### config.mk
export PLATFORM = sky130hd
export DESIGN_NAME = fetch_unit_flat
export DESIGN_NICKNAME = d
export VERILOG_FILES = /design/src/rtl/fetch_unit_if.sv /design/src/rtl/fetch_unit.sv /design/src/flat_wrapper.sv
export SDC_FILE = /design/constraint.sdc
export NUM_CORES = 1
export LEC_CHECK = 0
export ABC_AREA = 1
export CORE_MARGIN = 5
export CORE_UTILIZATION = 47
export DETAILED_ROUTE_END_ITERATION = 10
export PLACE_DENSITY_LB_ADDON = 0.08
export REMOVE_ABC_BUFFERS = 1
export SLEW_MARGIN = 20
export SYNTH_ARGS = -nofsm -noshare
export SYNTH_HDL_FRONTEND = slang
export SYNTH_SLANG_ARGS = --single-unit
### constraint.sdc
create_clock -name Clock -period 1.7 [get_ports Clock]
set_input_delay 0.51 -clock Clock [delete_from_list [all_inputs] [get_ports Clock]]
set_output_delay 0.51 -clock Clock [all_outputs]
set_load 0.01 [all_outputs]
### src/rtl/fetch_unit_if.sv
// Instruction memory req/ack bus between the fetch stage (master) and instruction memory (slave).
interface fetch_unit_if;
    logic        oMem_req;
    logic [9:0]  oMem_addr;
    logic        iMem_ack;
    logic [15:0] iMem_data;

    modport master (output oMem_req, output oMem_addr, input iMem_ack, input iMem_data);
    modport slave  (input oMem_req, input oMem_addr, output iMem_ack, output iMem_data);
endinterface

### src/rtl/fetch_unit.sv
// Instruction fetch stage: holds the PC, fetches 16-bit words over req/ack and presents one
// instruction at a time to the decoder through a one-entry prefetch buffer.
module fetch_unit #(
    parameter logic [9:0]  RESET_VECTOR = 10'h000,
    parameter logic [15:0] BUBBLE_WORD  = 16'h0000
) (
    input  logic                Clock,
    input  logic                Reset,
    fetch_unit_if.master        mem,
    input  logic                iStall,
    input  logic                iBranch_taken,
    input  logic                iJump_taken,
    input  logic [9:0]          iBranch_dir,
    output logic [15:0]         oInstruction,
    output logic                oInstruction_valid,
    output logic [9:0]          oPC
);
    typedef enum logic [1:0] {S_FETCH, S_ISSUE, S_DRAIN} state_t;

    state_t      state, stateN;
    logic [9:0]  pc, pcN;
    logic        memReq, memReqN;
    logic [9:0]  memAddr, memAddrN;
    logic [15:0] instr, instrN;
    logic [9:0]  instrPc, instrPcN;
    logic        instrValid, instrValidN;
    logic        bufValid, bufValidN;
    logic [15:0] bufData, bufDataN;
    logic [9:0]  bufPc, bufPcN;
    logic        acked, consume, redirect;

    assign mem.oMem_req        = memReq;
    assign mem.oMem_addr       = memAddr;
    assign oInstruction        = instr;
    assign oInstruction_valid  = instrValid;
    assign oPC                 = instrPc;

    always_comb begin
        acked       = memReq & mem.iMem_ack;
        consume     = instrValid & ~iStall;
        redirect    = consume & (iBranch_taken | iJump_taken);
        stateN      = state;
        pcN         = pc;
        instrN      = instr;
        instrPcN    = instrPc;
        instrValidN = instrValid;
        bufValidN   = bufValid;
        bufDataN    = bufData;
        bufPcN      = bufPc;

        case (state)
            S_FETCH: begin
                if (acked) begin
                    instrN      = mem.iMem_data;
                    instrPcN    = memAddr;
                    instrValidN = 1'b1;
                    pcN         = pc + 10'd1;
                    stateN      = S_ISSUE;
                end
            end
            S_ISSUE: begin
                if (redirect) begin
                    bufValidN   = 1'b0;
                    pcN         = iBranch_dir;
                    instrValidN = 1'b0;
                    instrN      = BUBBLE_WORD;
                    stateN      = (memReq && !mem.iMem_ack) ? S_DRAIN : S_FETCH;
                end else begin
                    if (consume && bufValid) begin
                        instrN    = bufData;
                        instrPcN  = bufPc;
                        bufValidN = 1'b0;
                    end else if (consume && acked) begin
                        instrN   = mem.iMem_data;
                        instrPcN = memAddr;
                    end else if (consume) begin
                        instrValidN = 1'b0;
                        instrN      = BUBBLE_WORD;
                        stateN      = S_FETCH;
                    end
                    // An ack that was not bypassed straight to the decoder lands in the buffer.
                    if (acked && (!consume || bufValid)) begin
                        bufDataN  = mem.iMem_data;
                        bufPcN    = memAddr;
                        bufValidN = 1'b1;
                    end
                    if (acked) begin
                        pcN = pc + 10'd1;
                    end
                end
            end
            S_DRAIN: begin
                if (acked) begin
                    stateN = S_FETCH;
                end
            end
            default: stateN = S_FETCH;
        endcase

        // An outstanding request is never aborted and its address never moves.
        if (memReq && !mem.iMem_ack) begin
            memReqN  = 1'b1;
            memAddrN = memAddr;
        end else begin
            memReqN  = (stateN == S_FETCH) || ((stateN == S_ISSUE) && !bufValidN);
            memAddrN = pcN;
        end
    end

    always_ff @(posedge Clock) begin
        if (Reset) begin
            state      <= S_FETCH;
            pc         <= RESET_VECTOR;
            memReq     <= 1'b0;
            memAddr    <= RESET_VECTOR;
            instr      <= BUBBLE_WORD;
            instrPc    <= '0;
            instrValid <= 1'b0;
            bufValid   <= 1'b0;
            bufData    <= '0;
            bufPc      <= '0;
        end else begin
            state      <= stateN;
            pc         <= pcN;
            memReq     <= memReqN;
            memAddr    <= memAddrN;
            instr      <= instrN;
            instrPc    <= instrPcN;
            instrValid <= instrValidN;
            bufValid   <= bufValidN;
            bufData    <= bufDataN;
            bufPc      <= bufPcN;
        end
    end
endmodule

### src/flat_wrapper.sv
// flat-port wrapper written by rule: the top's interface ports become plain ports
module fetch_unit_flat 
#(
    parameter logic [9:0]  RESET_VECTOR = 10'h000,
    parameter logic [15:0] BUBBLE_WORD  = 16'h0000
)
  (Clock, Reset, iStall, iBranch_taken, iJump_taken, iBranch_dir, oInstruction, oInstruction_valid, oPC, mem_oMem_req, mem_oMem_addr, mem_iMem_ack, mem_iMem_data);
  fetch_unit_if mem_i ();
  input  logic Clock;
  input  logic Reset;
  input  logic iStall;
  input  logic iBranch_taken;
  input  logic iJump_taken;
  input  logic [9:0] iBranch_dir;
  output logic [15:0] oInstruction;
  output logic oInstruction_valid;
  output logic [9:0] oPC;
  output wire logic [$bits(mem_i.oMem_req)-1:0] mem_oMem_req;
  output wire logic [$bits(mem_i.oMem_addr)-1:0] mem_oMem_addr;
  input wire logic [$bits(mem_i.iMem_ack)-1:0] mem_iMem_ack;
  input wire logic [$bits(mem_i.iMem_data)-1:0] mem_iMem_data;
  assign mem_oMem_req = mem_i.oMem_req;
  assign mem_oMem_addr = mem_i.oMem_addr;
  assign mem_i.iMem_ack = mem_iMem_ack;
  assign mem_i.iMem_data = mem_iMem_data;
  fetch_unit #(.RESET_VECTOR(RESET_VECTOR), .BUBBLE_WORD(BUBBLE_WORD)) u_core (.Clock(Clock), .Reset(Reset), .mem(mem_i), .iStall(iStall), .iBranch_taken(iBranch_taken), .iJump_taken(iJump_taken), .iBranch_dir(iBranch_dir), .oInstruction(oInstruction), .oInstruction_valid(oInstruction_valid), .oPC(oPC));
endmodule
# Word-level counts from Yosys, hierarchy flattened
# Index checks and enable logic that the tools add are counted.
[totals] input_bits=32 register_bits=77 out_inout_bits=38
[op_classes] n_reduce_logical=17 n_eq_ne=10 n_bitwise=6 mux=33 addsub=1
[ops] operator="16-bit 2-to-1 mux" n=5
[ops] operator="10-bit 2-to-1 mux" n=6
[ops] operator="10-bit one-hot mux with 2 select lines" n=2
[ops] operator="16-bit one-hot mux with 2 select lines" n=1
[ops] operator="2-bit 2-to-1 mux" n=7
[ops] operator="10-bit by 1-bit adder with 10-bit output, second input constant" n=1
[ops] operator="1-bit 2-to-1 mux" n=10
[ops] operator="3-bit by 1-bit inequality test with 1-bit output, second input constant" n=2
[ops] operator="3-bit by 2-bit inequality test with 1-bit output, second input constant" n=2
[ops] operator="2-bit one-hot mux with 3 select lines" n=1
[ops] operator="3-bit AND reduction" n=2
[ops] operator="1-bit logical AND" n=5
[ops] operator="5-bit by 1-bit inequality test with 1-bit output, second input constant" n=1
[ops] operator="5-bit AND reduction" n=1
[ops] operator="2-bit by 1-bit == test with 1-bit output, second input constant" n=2
[ops] operator="2-bit logical NOT" n=2
[ops] operator="4-bit AND reduction" n=1
[ops] operator="1-bit bitwise AND" n=3
[ops] operator="1-bit logical NOT" n=3
[ops] operator="2-bit == test, second input constant" n=1
[ops] operator="1-bit logical OR" n=2
[ops] operator="2-bit by 1-bit inequality test with 1-bit output, second input constant" n=1
[ops] operator="2-bit inequality test, second input constant" n=1
[ops] operator="1-bit inverter" n=2
[ops] operator="other kinds (3)" n=3

# Longest topological paths before layout
[logic_depth] word_depth=12 depth_mapped=11 mapped_depth_nobuf=11

# Least setup slack after synthesis
# Ideal clock, no wire load.
[synth_timing] path_type="in2reg" startpoint="input port iJump_taken" endpoint="register u_core.instrPc[1], in the netlist u_core.oPC[1]" path_buffers=0 path_stages=8 slack_ns=0.022 t_arrival_ns=1.562 path_cell_list="nor2_1 -> nor2_4 -> nand2_1 -> inv_2 -> nor3_2 -> clkinv_1 -> nor2_1 -> nor2_1"
[synth_between] elab_chain_cells=4
[synth_lines] item="start, declared" line="flat_wrapper.sv:13" source="input logic iJump_taken;"
[synth_lines] item="1-bit OR" line="fetch_unit.sv:41" source="redirect = consume & (iBranch_taken | iJump_taken);"
[synth_lines] item="1-bit bitwise AND" line="fetch_unit.sv:41"
[synth_lines] item="2-bit inequality test (no source line)"
[synth_lines] item="4-bit AND reduction (no source line)"
[synth_lines] item="end signal, assigned" line="fetch_unit.sv:128" source="instrPc <= instrPcN;"
[synth_lines] item="end, declared" line="fetch_unit.sv:25" source="logic [9:0] instrPc, instrPcN;"
# Every way passes these cells.
# A chain may end at the register's enable or synchronous reset.

# Final worst setup path
[layout_timing] startpoint="input port iStall" endpoint="register u_core.instrPc[1], in the netlist u_core.oPC[1]"
[layout_between] elab_chain_cells=6
[layout_lines] item="start, declared" line="flat_wrapper.sv:11" source="input logic iStall;"
[layout_lines] item="1-bit inverter *" line="fetch_unit.sv:40" source="consume = instrValid & ~iStall;"
[layout_lines] item="1-bit bitwise AND *" line="fetch_unit.sv:40"
[layout_lines] item="1-bit logical AND" line="fetch_unit.sv:69" source="if (consume && bufValid) begin"
[layout_lines] item="10-bit 2-to-1 mux" line="fetch_unit.sv:69"
[layout_lines] item="10-bit 2-to-1 mux" line="fetch_unit.sv:62" source="if (redirect) begin"
[layout_lines] item="10-bit one-hot mux with 2 select lines" line="fetch_unit.sv:51" source="case (state)"
# Mark *: on every way between the ends. The rest lies on a longest branch, timed or not. The select of a mux whose other input is x is not followed.

==> summary.txt <==
Run status
  – Status: finished clean

Floorplanning
  – Rows: 31
  – Io pins: 70
  – Die area: 9420 um^2
  – Initial Util: 0.486
  – Chip height: 97.1 um
  – Core area: 7330 um^2
  – Die Wd: 97.1 um

Finish
  – Layout Utilization: 0.709
  – Fraction of layout instances using a drive strength above 1: 0.192
  – Antenna cells: 0
  – Nets: 659
  – Non-filler cells, final: 729
  – Synthesis-to-finish area growth: 45.8%
  – Layout Cell Area excl Fill: 5190 um^2

STA
  – Setup violations, final: 0
  – Slew Viols, Final: 0
  – Final worst path period share: 0.950
  – Max Fclk: 0.619 GHz
  – Slew @ Worst Pin: 0.264 ns
  – Min Tclk post-route: 1.62 ns
  – Slew headroom: 0.824
  – Clock Skew: 0.0125 ns
  – TNS Setup: 0 ns
  – Fin. Hold Viols: 0

Yosys
  – Library cells used by synthesis: 30
  – Seq/Total Area, Yosys: 0.433
  – Syn. warnings: 0
  – Register bit count reported by yosys: 77
  – Post-Synth Simple-Gate Area: 0.258
  – Xor-xnor portion of the synthesized cell area: 0
  – Mapped Area: 3560 um^2
  – Largest family of logic cells by synthesized area: simple AND/OR/NAND/NOR gates
  – Synth area leader: dfxtp_1
  – Primary FF master, synth: dfxtp_1
  – Share of the synthesized area in the top cell type: 0.433
  – EDFF count, synth: 0
  – Syn_area_per_cell: 6.96 um^2
  – Adder-cell share of the synthesized area: 0.00351
  – Top-count cell post-synth: nand2_1
  – Mux cell area share after synthesis: 0
  – Synth Instances: 512
  – FFs w/ async S/R, synth: 0
  – Synth Area in Compound Gates: 0.226
  – Synth area leaders: dfxtp_1 (43%), nand2_1 (13%), o21ai_0 (12%)
  – List of most frequent post-synthesis cells: nand2_1 (119), o21ai_0 (87), dfxtp_1 (77), nor2_1 (68), inv_1 (34)

Power
  – Peak VDD IR: 0.633 mV
  – Design Power: 4550 uW
  – Power per Cell Area: 876 nW/um^2
  – P_leak: 0.00244 uW

Critical path
  – Reg2Reg Capture Point: u_core.oPC[1]
  – Most used cell, CP: nor3_4
  – CP startpoint: iStall
  – CP Buf/Inv Count: 5
  – Slowest-stage cell, CP: nor3_4
  – Worst setup endpoint: u_core.oPC[1]
  – Worst R2R Path Depth: 9
  – Critical path launch point type: input pin
  – Setup CP Type: input pin to register
  – Critical R2R Launch: u_core.oInstruction_valid
  – Crit path max-delay family: buffers and inverters
  – Crit path largest cell delay: 0.28 ns
  – Worst-path fanout max: 5
  – Sequence of cells on the critical path: dlymetal6s2s_1 -> inv_2 -> nand2_4 -> buf_4 -> nor2_4 -> nor3_4 -> nor3_4 -> clkinv_2 -> clkbuf_16 -> nor2_2 -> nor2_1
  – R2r setup slk: 0.08 ns
  – Cell count along the critical path: 11
  – Worst EP arrival: 1.85 ns
  – Worst Path Required: 1.93 ns
  – Crit end category: register

Route
  – Vias: 3747
  – DRT Pass-1 Iters: 5
  – Residual DRC: 0
  – Detailed Route WL: 10300 um
  – Iter 0 DRT Violations: 194
  – WL per Instance: 14.2 um
  – Detail Route Antenna Nets: 0
  – Avg Vias per Cell: 5.14

Clocking
  – H-tree depth: 3
  – Clk slew on worst S/H paths: 0.08 ns
  – Clock root buffer: clkbuf_8
  – Worst skew pair latency: 0.34 ns
  – TritonCTS Buffers: 9
  – Post-cts hold buffer count: 0
  – Sink Count: 77
  – Buffer levels on the longest clock path: 2
  – TritonCTS clock tree: built

Hold path
  – Worst Hold Class: register to register

Place
  – Buffers on Ports: 69
  – Placed insts: 697
  – Hpwl dp: 6590 um
  – Gpl congestion: 0.866
  – Placed cell areas: 4620 um^2

Global routing
  – Gr ovfl total: 0
  – Vias in the first global route: 3583
  – Largest net degree at the start of global routing: 55
  – First-pass GRT wire length: 17100 um
  – Total Routing Usage GR: 0.215
  – Initial antenna violation count: 0

Job
  – Maximum Capacitance Violations: 0
==> routing by layer <==
| layer | track usage | vias up | routed length [um] |
|---|---|---|---|
| li1 | - | 1916 | - |
| met1 | 0.300 | 1703 | 4860 |
| met3 | 0.0388 | 12 | 611 |
| met5 | 0 | - | 0 |
| met4 | 0.0778 | 0 | 128 |
| met2 | 0.333 | 116 | 4740 |
==> flip-flops by register name (all words and copies together) (netlist names) <==
name / flops
u_core.bufData: 16
u_core.oInstruction: 16
u_core.bufPc: 10
u_core.mem.oMem_addr: 10
u_core.oPC: 10
u_core.pc: 10
u_core.state: 2
u_core.bufValid: 1
u_core.mem.oMem_req: 1
u_core.oInstruction_valid: 1
==> area by class of cell <==
class,instances,area (um^2)
fill,586,2140
multi-input combinational,369,1870
sequential,77,1550
timing repair buffer,129,1250
inverter,40,156
clock buffer,11,151
tap,99,124
clock inverter,4,95.1
==> through the flow <==
step           hold WS, ns  setup WS, ns
2_1_floorplan        0.478        -0.444
3_3_place_gp         0.475        -0.456
3_5_place_dp         0.483        -0.487
4_1_cts              0.508      0.000250
5_1_grt              0.521      -0.00984
6_report             0.492        0.0845
==> worst register-to-register path, cell delays in order, from the launching register on <==
cell and delay, ns:
dfxtp_2 0.36, nand2_4 0.08, buf_4 0.14, nor2_4 0.13, nor3_4 0.06, nor3_4 0.28
clkinv_2 0.15, clkbuf_16 0.19, nor2_2 0.07, nor2_1 0.04
==> worst min-delay path by stage <==
stage                     slack (ns)  cells after the start                        end                       from
after CTS                       0.51                      2              u_core.oPC[8]              u_core.oPC[8]
after global routing            0.52                      2              u_core.oPC[7]              u_core.oPC[7]
final                           0.49                      2  u_core.oInstruction_valid  u_core.oInstruction_valid
after global placement          0.48                      2  u_core.oInstruction_valid  u_core.oInstruction_valid
after detailed placement        0.48                      2  u_core.oInstruction_valid  u_core.oInstruction_valid
after floorplan                 0.48                      2         u_core.bufData[14]         u_core.bufData[14]
==> kinds of logic after synthesis <==
kind of cell	count (synthesis)
and+or+nand+nor	217
AOI/OAI and AO/OA	150
DFF	77
buffers and inverters	67
adders and majority gates	1
==> placed cells by master, fill, tap and decap left out, types with 3 or more instances in the layout <==
master	netlist	routed
nand2_1	119	117
o21ai_0	87	84
dfxtp_1	77	72
nor2_1	68	58
buf_4	1	40
dlygate4sd2_1	0	38
inv_1	34	33
a21oi_1	32	30
clkdlybuf4s50_1	0	27
a31oi_1	16	16
nand3_1	12	12
clkbuf_8	0	11
nor2_4	2	9
o21ai_1	7	9
buf_6	3	8
nor2_2	1	5
buf_12	0	5
inv_2	5	4
nand4_1	4	4
dfxtp_2	0	4
nand2_2	3	3
or2_2	3	3
bufinv_16	0	3
buf_2	6	3
dlymetal6s2s_1	0	3
==> power breakdown <==
part	switching, uW	leakage, uW	internal (uW)
clock network	643	0.000125	1050
registers	73.2	0.000632	1920
logic	436	0.00168	428
==> repair_timing <==
item,4_1_cts,5_1_grt
setup endpoints to repair,101,66
resized for setup,72,28
gates cloned,7,1
buffers inserted,6,3
pin swaps,0,6
No activity file was read; power rests on OpenSTA's default activity.
